## src/rtl/lc3_mem_arbiter.sv

```systemverilog
// rtl/lc3_mem_arbiter.sv - two-requester arbiter for the shared LC-3 memory port with watchdog
module lc3_mem_arbiter #(
   parameter int RR_MODE = 1,
   parameter int TIMEOUT = 255
) (
   input  logic        clk,
   input  logic        rst,
   input  logic [1:0]  req_en,
   input  logic [1:0]  req_we,
   input  logic [15:0] req_addr0,
   input  logic [15:0] req_addr1,
   input  logic [15:0] req_wdata0,
   input  logic [15:0] req_wdata1,
   output logic [1:0]  req_rdy,
   output logic [1:0]  req_err,
   output logic [15:0] req_rdata,
   output logic        gnt_id,
   output logic        memEN,
   output logic        memWE,
   output logic [15:0] memory_addr,
   output logic [15:0] memory_din,
   input  logic [15:0] memory_dout,
   input  logic        memRDY
);

   typedef enum logic [1:0] {S_IDLE, S_BUSY, S_DONE} state_t;

   localparam logic [15:0] TIMEOUT_W = TIMEOUT[15:0];

   state_t      state_q, state_d;
   logic        en_q, en_d;
   logic        we_q, we_d;
   logic [15:0] addr_q, addr_d;
   logic [15:0] din_q, din_d;
   logic [1:0]  rdy_q, rdy_d;
   logic [1:0]  err_q, err_d;
   logic [15:0] rdata_q, rdata_d;
   logic        gnt_q, gnt_d;
   logic        last_q, last_d;
   logic [15:0] wd_q, wd_d;
   logic        win;
   logic        timeout_hit;

   // Winner selection: a lone requester wins; on contention alternate or favour requester 0.
   always_comb begin
      win = 1'b0;
      if (req_en == 2'b11) begin
         win = (RR_MODE != 0) ? ~last_q : 1'b0;
      end else begin
         win = req_en[1];
      end
   end

   // Watchdog fires on the BUSY edge where the count has reached the limit; zero disables it.
   always_comb begin
      timeout_hit = (TIMEOUT_W != 16'd0) && (wd_q == TIMEOUT_W);
   end

   // Next-state and registered-output logic; completion flags default low so they pulse once.
   always_comb begin
      state_d = state_q;
      en_d    = en_q;
      we_d    = we_q;
      addr_d  = addr_q;
      din_d   = din_q;
      rdy_d   = 2'b00;
      err_d   = 2'b00;
      rdata_d = rdata_q;
      gnt_d   = gnt_q;
      last_d  = last_q;
      wd_d    = wd_q;
      case (state_q)
         S_IDLE: begin
            if (|req_en) begin
               state_d = S_BUSY;
               en_d    = 1'b1;
               we_d    = req_we[win];
               addr_d  = win ? req_addr1 : req_addr0;
               din_d   = win ? req_wdata1 : req_wdata0;
               gnt_d   = win;
               last_d  = win;
               wd_d    = 16'd0;
            end
         end
         S_BUSY: begin
            if (memRDY) begin
               state_d        = S_DONE;
               en_d           = 1'b0;
               we_d           = 1'b0;
               rdata_d        = memory_dout;
               rdy_d[gnt_q]   = 1'b1;
            end else if (timeout_hit) begin
               state_d        = S_DONE;
               en_d           = 1'b0;
               we_d           = 1'b0;
               rdata_d        = 16'hDEAD;
               rdy_d[gnt_q]   = 1'b1;
               err_d[gnt_q]   = 1'b1;
            end else begin
               wd_d = wd_q + 16'd1;
            end
         end
         S_DONE: begin
            // The finishing requester still holds req_en here, so no new grant is made.
            state_d = S_IDLE;
         end
         default: begin
            state_d = S_IDLE;
         end
      endcase
   end

   // State and output registers with asynchronous reset.
   always_ff @(posedge clk or posedge rst) begin
      if (rst) begin
         state_q <= S_IDLE;
         en_q    <= 1'b0;
         we_q    <= 1'b0;
         addr_q  <= 16'd0;
         din_q   <= 16'd0;
         rdy_q   <= 2'b00;
         err_q   <= 2'b00;
         rdata_q <= 16'd0;
         gnt_q   <= 1'b0;
         last_q  <= 1'b1;
         wd_q    <= 16'd0;
      end else begin
         state_q <= state_d;
         en_q    <= en_d;
         we_q    <= we_d;
         addr_q  <= addr_d;
         din_q   <= din_d;
         rdy_q   <= rdy_d;
         err_q   <= err_d;
         rdata_q <= rdata_d;
         gnt_q   <= gnt_d;
         last_q  <= last_d;
         wd_q    <= wd_d;
      end
   end

   assign req_rdy     = rdy_q;
   assign req_err     = err_q;
   assign req_rdata   = rdata_q;
   assign gnt_id      = gnt_q;
   assign memEN       = en_q;
   assign memWE       = we_q;
   assign memory_addr = addr_q;
   assign memory_din  = din_q;

endmodule

```

## config.mk

```make
export PLATFORM = sky130hd
export DESIGN_NAME = lc3_mem_arbiter
export DESIGN_NICKNAME = d
export VERILOG_FILES = /design/src/rtl/lc3_mem_arbiter.sv
export SDC_FILE = /design/constraint.sdc
export NUM_CORES = 1
export LEC_CHECK = 0
export ABC_AREA = 0
export BUFFER_PORTS_ARGS = -buffer_cell sky130_fd_sc_hd__buf_2
export CORE_ASPECT_RATIO = 0.75
export CORE_MARGIN = 5
export CORE_UTILIZATION = 43
export CTS_CLUSTER_SIZE = 40
export DETAILED_ROUTE_END_ITERATION = 16
export HOLD_SLACK_MARGIN = 0.02
export PLACE_DENSITY = 0.76
export SYNTH_ARGS = -nofsm -noshare
export SYNTH_HDL_FRONTEND = slang
export SYNTH_SLANG_ARGS = --single-unit
```

## constraint.sdc

```tcl
create_clock -name clk -period 1.98 [get_ports clk]
set_clock_uncertainty 0.05 [all_clocks]
set_input_delay 0.198 -clock clk [delete_from_list [all_inputs] [get_ports clk]]
set_output_delay 0.198 -clock clk [all_outputs]
set_load 0.05 [all_outputs]
```

# Yosys cells after proc, flatten, opt, wreduce, memory -nomap -nowiden
# Index checks and enable logic that the tools add are counted.
[word_totals]
register_bits = 74
in_bits = 87
out_inout_bits = 55
word_cells = 61
[op_classes]
addsub = 1
n_lt_le_gt_ge = 3
n_eq_ne = 7
n_mux = 28
bitwise = 1
n_reduce_logical = 10
[ops]
columns = ["cell", "count"]
rows = [
  ["$mux 16", 7],
  ["$pmux 16 s2", 1],
  ["$add 16x1->16 const B", 1],
  ["$eq 16x8->1 const B", 1],
  ["$mux 2", 8],
  ["$mux 1", 8],
  ["$ne 2x2->1 const B", 3],
  ["$reduce_and 2->1", 3],
  ["$lt 1x2->1 const B", 2],
  ["$pmux 1 s2", 2],
  ["$pmux 2 s2", 1],
  ["$reduce_and 4->1", 1],
  ["$reduce_bool 2->1", 2],
  ["$ne 3x3->1 const B", 1],
  ["$reduce_and 3->1", 1],
  ["$eq 2x1->1 const B", 1],
  ["$eq 2x2->1 const B", 1],
  ["$logic_not 2->1", 1],
  ["$reduce_or 2->1", 1],
  ["$demux 1 s1", 1],
  ["$ge 1x1->1 const B", 1],
  ["$logic_and 1x1->1", 1],
  ["$not 1->1", 1],
]

# Logic depth before layout (Yosys ltp)
[depth]
word_depth = 7
mapped_depth = 8
mapped_depth_nobuf = 6

# Worst setup path before layout
# No wires, ideal clock.
[synth_timing]
path_kind = "register to register"
from = "reg wd_q[0]"
to = "reg rdata_q[0], in the netlist req_rdata[0]"
setup_ps = 122
arrival_ps = 1751
required_ps = 1808
setup_slack_ps = 57
path_stages_with_launch = 9
n_path_buf = 2
synth_period_minus_slack_ps = 1923
cell_sequence = "dfrtp_1 -> ha_1 -> and3_1 -> and4_1 -> buf_6 -> o21ai_4 -> inv_1 -> buf_4 -> o22a_1"
[synth_between]
elab_chain_len = 3
[synth_lines]
columns = ["item", "line", "text"]
rows = [
  ["start, declared", "40", "logic [15:0] wd_q, wd_d;"],
  ["start signal, assigned", "138", "wd_q <= wd_d;"],
  ["$eq 16x8->1", "56", "timeout_hit = (TIMEOUT_W != 16'd0) && (wd_q == TIMEOUT_W);"],
  ["$reduce_bool 2->1 (no line)", "-", ""],
  ["$reduce_and 2->1 (no line)", "-", ""],
  ["end signal, assigned", "135", "rdata_q <= rdata_d;"],
  ["end, declared", "37", "logic [15:0] rdata_q, rdata_d;"],
]
# No other way between the ends.
# A chain may end at the register's enable or synchronous reset.

# Worst setup path after layout
[layout_timing]
from = "reg wd_q[1]"
to = "reg wd_q[5]"
[layout_between]
elab_chain_len = 4
elab_cells_between_ends = 7
classes_between = "1 x add/sub; 2 x eq/ne; 3 x mux; 1 x reduce/logical"
[layout_lines]
columns = ["item", "line", "text"]
rows = [
  ["$add 16x1->16", "100", "wd_d = wd_q + 16'd1;"],
  ["$mux 16", "92", "end else if (timeout_hit) begin"],
  ["$mux 16", "86", "if (memRDY) begin"],
  ["$pmux 16 s2", "72", "case (state_q)"],
]
# Several ways; a longest one is shown, not always the timed one. The select of a mux whose other input is x is not followed.

==> reports/results.ini <==
[status]
status = finished, final reports clean

[clock_tree]
cts-root-buf = clkbuf_8
cts_buffer_depth = 2
cts_max_level = 3
clk_latency_ps = 340
cts_tree = built
cts_setup_buffers = 0
clkTransAtPathRegs_ps = 80
clock-sinks = 74
numCtsBuffers = 9

[floorplanning]
die_y_um = 86.1
ioPinCount = 142
rows = 27
initial_core_util_pct = 44.6
die_area_um2 = 9590
die_w_um = 111
coreArea_um2 = 7430

[grt]
met1_usage_pct = 24.0
grt_pass1_vias = 3009
track_usage_pct = 18.8
grt.overflow.total = 0
grt_pass1_wl_um = 14700
grt_use_met2_pct = 30.7
busiest_layer = met2
antenna_found_initial = 0
grt_max_degree = 67
grtUsageMet3_pct = 6.06

[worst_setup_path]
crit_buf_inv = 0
slowest_stage = or4_4
cp_max_fo = 7
r2r-end = wd_q[5]$_DFFE_PP0P_
cp-startpoint = wd_q[1]$_DFFE_PP0P_
endpoint = wd_q[5]$_DFFE_PP0P_
rr_worst_depth = 5
r2r_slack_ps = 40
cp.required_ps = 2190
max_stage_delay_ps = 530
cp.depth = 5
arrival_ps = 2150
cp_top_family = simple AND/OR/NAND/NOR gates
reg2reg_from = wd_q[1]$_DFFE_PP0P_
cp-start-kind = register
end_kind = register
crit_path_cell_trace = ha_1, and3_1, and4_2, or4_4, mux2i_1
path_class = reg2reg

[sta]
worst_pin_slew_ps = 604
setup_viol = 0
hold_viol_final = 0
fmax_mhz = 516
finalCritPeriodShare_pct = 97.9
max_slew_margin_pct = 59.7
min_period_ps = 1940
drv_slew = 0
rsz0062_at_grt = yes

[final_layout]
layoutNonFillerInstCount = 573
area_growth_syn_to_layout_pct = 38.8
multiInputGateArea_um2 = 1390
drive_gt1_share_pct = 39.8
num_antenna_cells = 0
nFillCells = 628
register_area_um2 = 1850
num-nets-final = 555

[flow_run]
maxCapViolations = 0

[logic_synthesis]
synth-simple-area-share_pct = 12.2
postSynth.asyncResetShare_pct = 100
yosysMostFrequentCell = dfrtp_1
yosys.area.top_type = dfrtp_1
syn_nets = 390
synth_top_family_by_area = compound AO/OA/AOI/OAI gates
synth_cell_types = 46
synthAdderAreaFrac_pct = 0.377
synth_edf_count = 0
muxShareOfSynthArea_pct = 11.5
yosysTopAreaCellShare_pct = 55.1
ys_seq_area_share_pct = 55.8
ys_dominant_reg_cell = dfrtp_1
synthXorXnorAreaFrac_pct = 0
synth_area_leaders = dfrtp_1, mux2i_1, o21ai_0
yosysWarnings = 0
netlist_area_um2 = 3320
synth_compound_area_share_pct = 17.0
syn_inst = 302
synth_commonest_cells = dfrtp_1, nand2_1, mux2i_1
ys_ff_latch = 74
synth_area_per_cell_um2 = 11.0

[power_and_ir_drop]
leakagePower_nw = 2.30
peakVddDrop_mv = 0.989
switching_share_pct = 50.5
power_density_nw_per_um2 = 1640
intPower_w = 0.00375
pwr-share-comb_pct = 52.1
seq_power_share_pct = 32.2
netSwitchingPower_w = 0.00383
clockPowerShare_pct = 15.7
finalPower_w = 0.00757

[routing]
dr.first_iter.drc_count = 150
first_pass_iters = 4
antenna_left = 0
wire_per_inst_um = 15.4
vias = 2933
routed_wirelength_um = 8850
drc_errors = 0
viasPerCell = 5.12

[place]
dp_cells = 543
port_buffers = 141
dp_hpwl_um = 6400
place.gp.congestion = 0.891

[min_path]
hold_class = in2reg

## metal layers
| layer | vias up | share of wire (%) |
|---|---|---|
| met4 | 0 | 1.9 |
| met1 | 1359 | 42 |
| met3 | 19 | 7.3 |
| li1 | 1428 | - |
| met2 | 127 | 48 |
| met5 | - | 0 |
## registers in the layout, indices dropped and copies added, names as in the netlist
name         cells
req_rdy          2
req_err          2
memWE            1
memory_din      16
memEN            1
memory_addr     16
last_q           1
req_rdata       16
wd_q            16
gnt_id           1
state_q          2
## cells in the final DEF, fill, tap and decap left out, types with 2 or more instances in the layout
cell           instances
clkbuf_8               9
nand2b_1               3
nand3_1                4
and3_1                 2
dfrtp_1               73
inv_1                  4
buf_4                 14
and3_2                 2
o211ai_1               2
a21oi_1                4
buf_2                141
dlygate4sd3_1         14
nand4_1                4
nor2_1                 5
o21ai_4                2
nor4_1                 3
o21ai_0               34
buf_12                 3
o21a_1                 2
and2_1                 3
a21o_1                 4
mux2i_1               38
a41oi_1                4
and4_2                 2
o22a_1                11
nand2_1               43
nor3_1                 3
a22o_1                 6
clkinv_4               2
a31oi_1                7
clkinvlp_4             2
## power by group through the flow
stage / clock network (W) / registers [W] / logic [W]
after global routing: 0.00130 / 0.00252 / 0.00421
after floorplan: 0 / 0.00422 / 0.00107
after global placement: 0 / 0.00243 / 0.00388
after detailed placement: 0 / 0.00245 / 0.00396
after CTS: 0.00122 / 0.00244 / 0.00397
final: 0.00119 / 0.00244 / 0.00395
## final cells by class
| class | instances | share of cell area, % |
|---|---|---|
| repair buffers | 172 | 22.0 |
| clock buffers | 10 | 2.77 |
| clock inverters | 6 | 1.63 |
| inverters | 5 | 0.489 |
| flip-flops and latches | 74 | 40.2 |
| multi-input cells | 205 | 30.2 |
| well taps | 101 | 2.74 |
## how the worst min path moves through the flow
stage	slack [ps]	cells after the start	end	startpoint
2_1_floorplan	220	1	last_q$_DFFE_PP1P_	req_en[0]
3_3_place_gp	260	3	memory_addr[0]$_DFFE_PP0P_	rst
3_5_place_dp	260	3	memory_din[15]$_DFFE_PP0P_	rst
4_1_cts	20	2	req_rdata[14]$_DFFE_PP0P_	memory_dout[14]
5_1_grt	30	2	req_rdata[0]$_DFFE_PP0P_	memory_dout[0]
6_report	40	2	req_rdata[14]$_DFFE_PP0P_	memory_dout[14]
## stage by stage
step / TNS [ps] / worst slack, ps / utilization, % / hold WS [ps] / cell area [um^2]
6_report: 0 / 42.1 / 62.0 / 37.0 / 4610
5_1_grt: -52.7 / -52.7 / 62.0 / 25.4 / 4610
4_1_cts: 0 / 32.0 / 61.6 / 20.0 / 4580
3_5_place_dp: 0 / 50.4 / 57.3 / 260 / 4260
3_3_place_gp: 0 / 119 / 57.3 / 257 / 4260
2_1_floorplan: 0 / 57.3 / - / 218 / 3320
## kinds of logic after synthesis
logic type | after synthesis
buffers and inverters | 23
multiplexers | 38
AND/OR/NAND/NOR | 82
adder cells (fa/ha/maj) | 1
AO/OA/AOI/OAI | 84
flip-flops | 74
## timing repair
| action | CTS | global route |
|---|---|---|
| endpoints found under the hold margin | 84 | 2 |
| gates resized for setup | 0 | 2 |
| hold buffers | 12 | 2 |
| setup endpoints to repair | 0 | 8 |
Power figures use the tool's default switching activity.
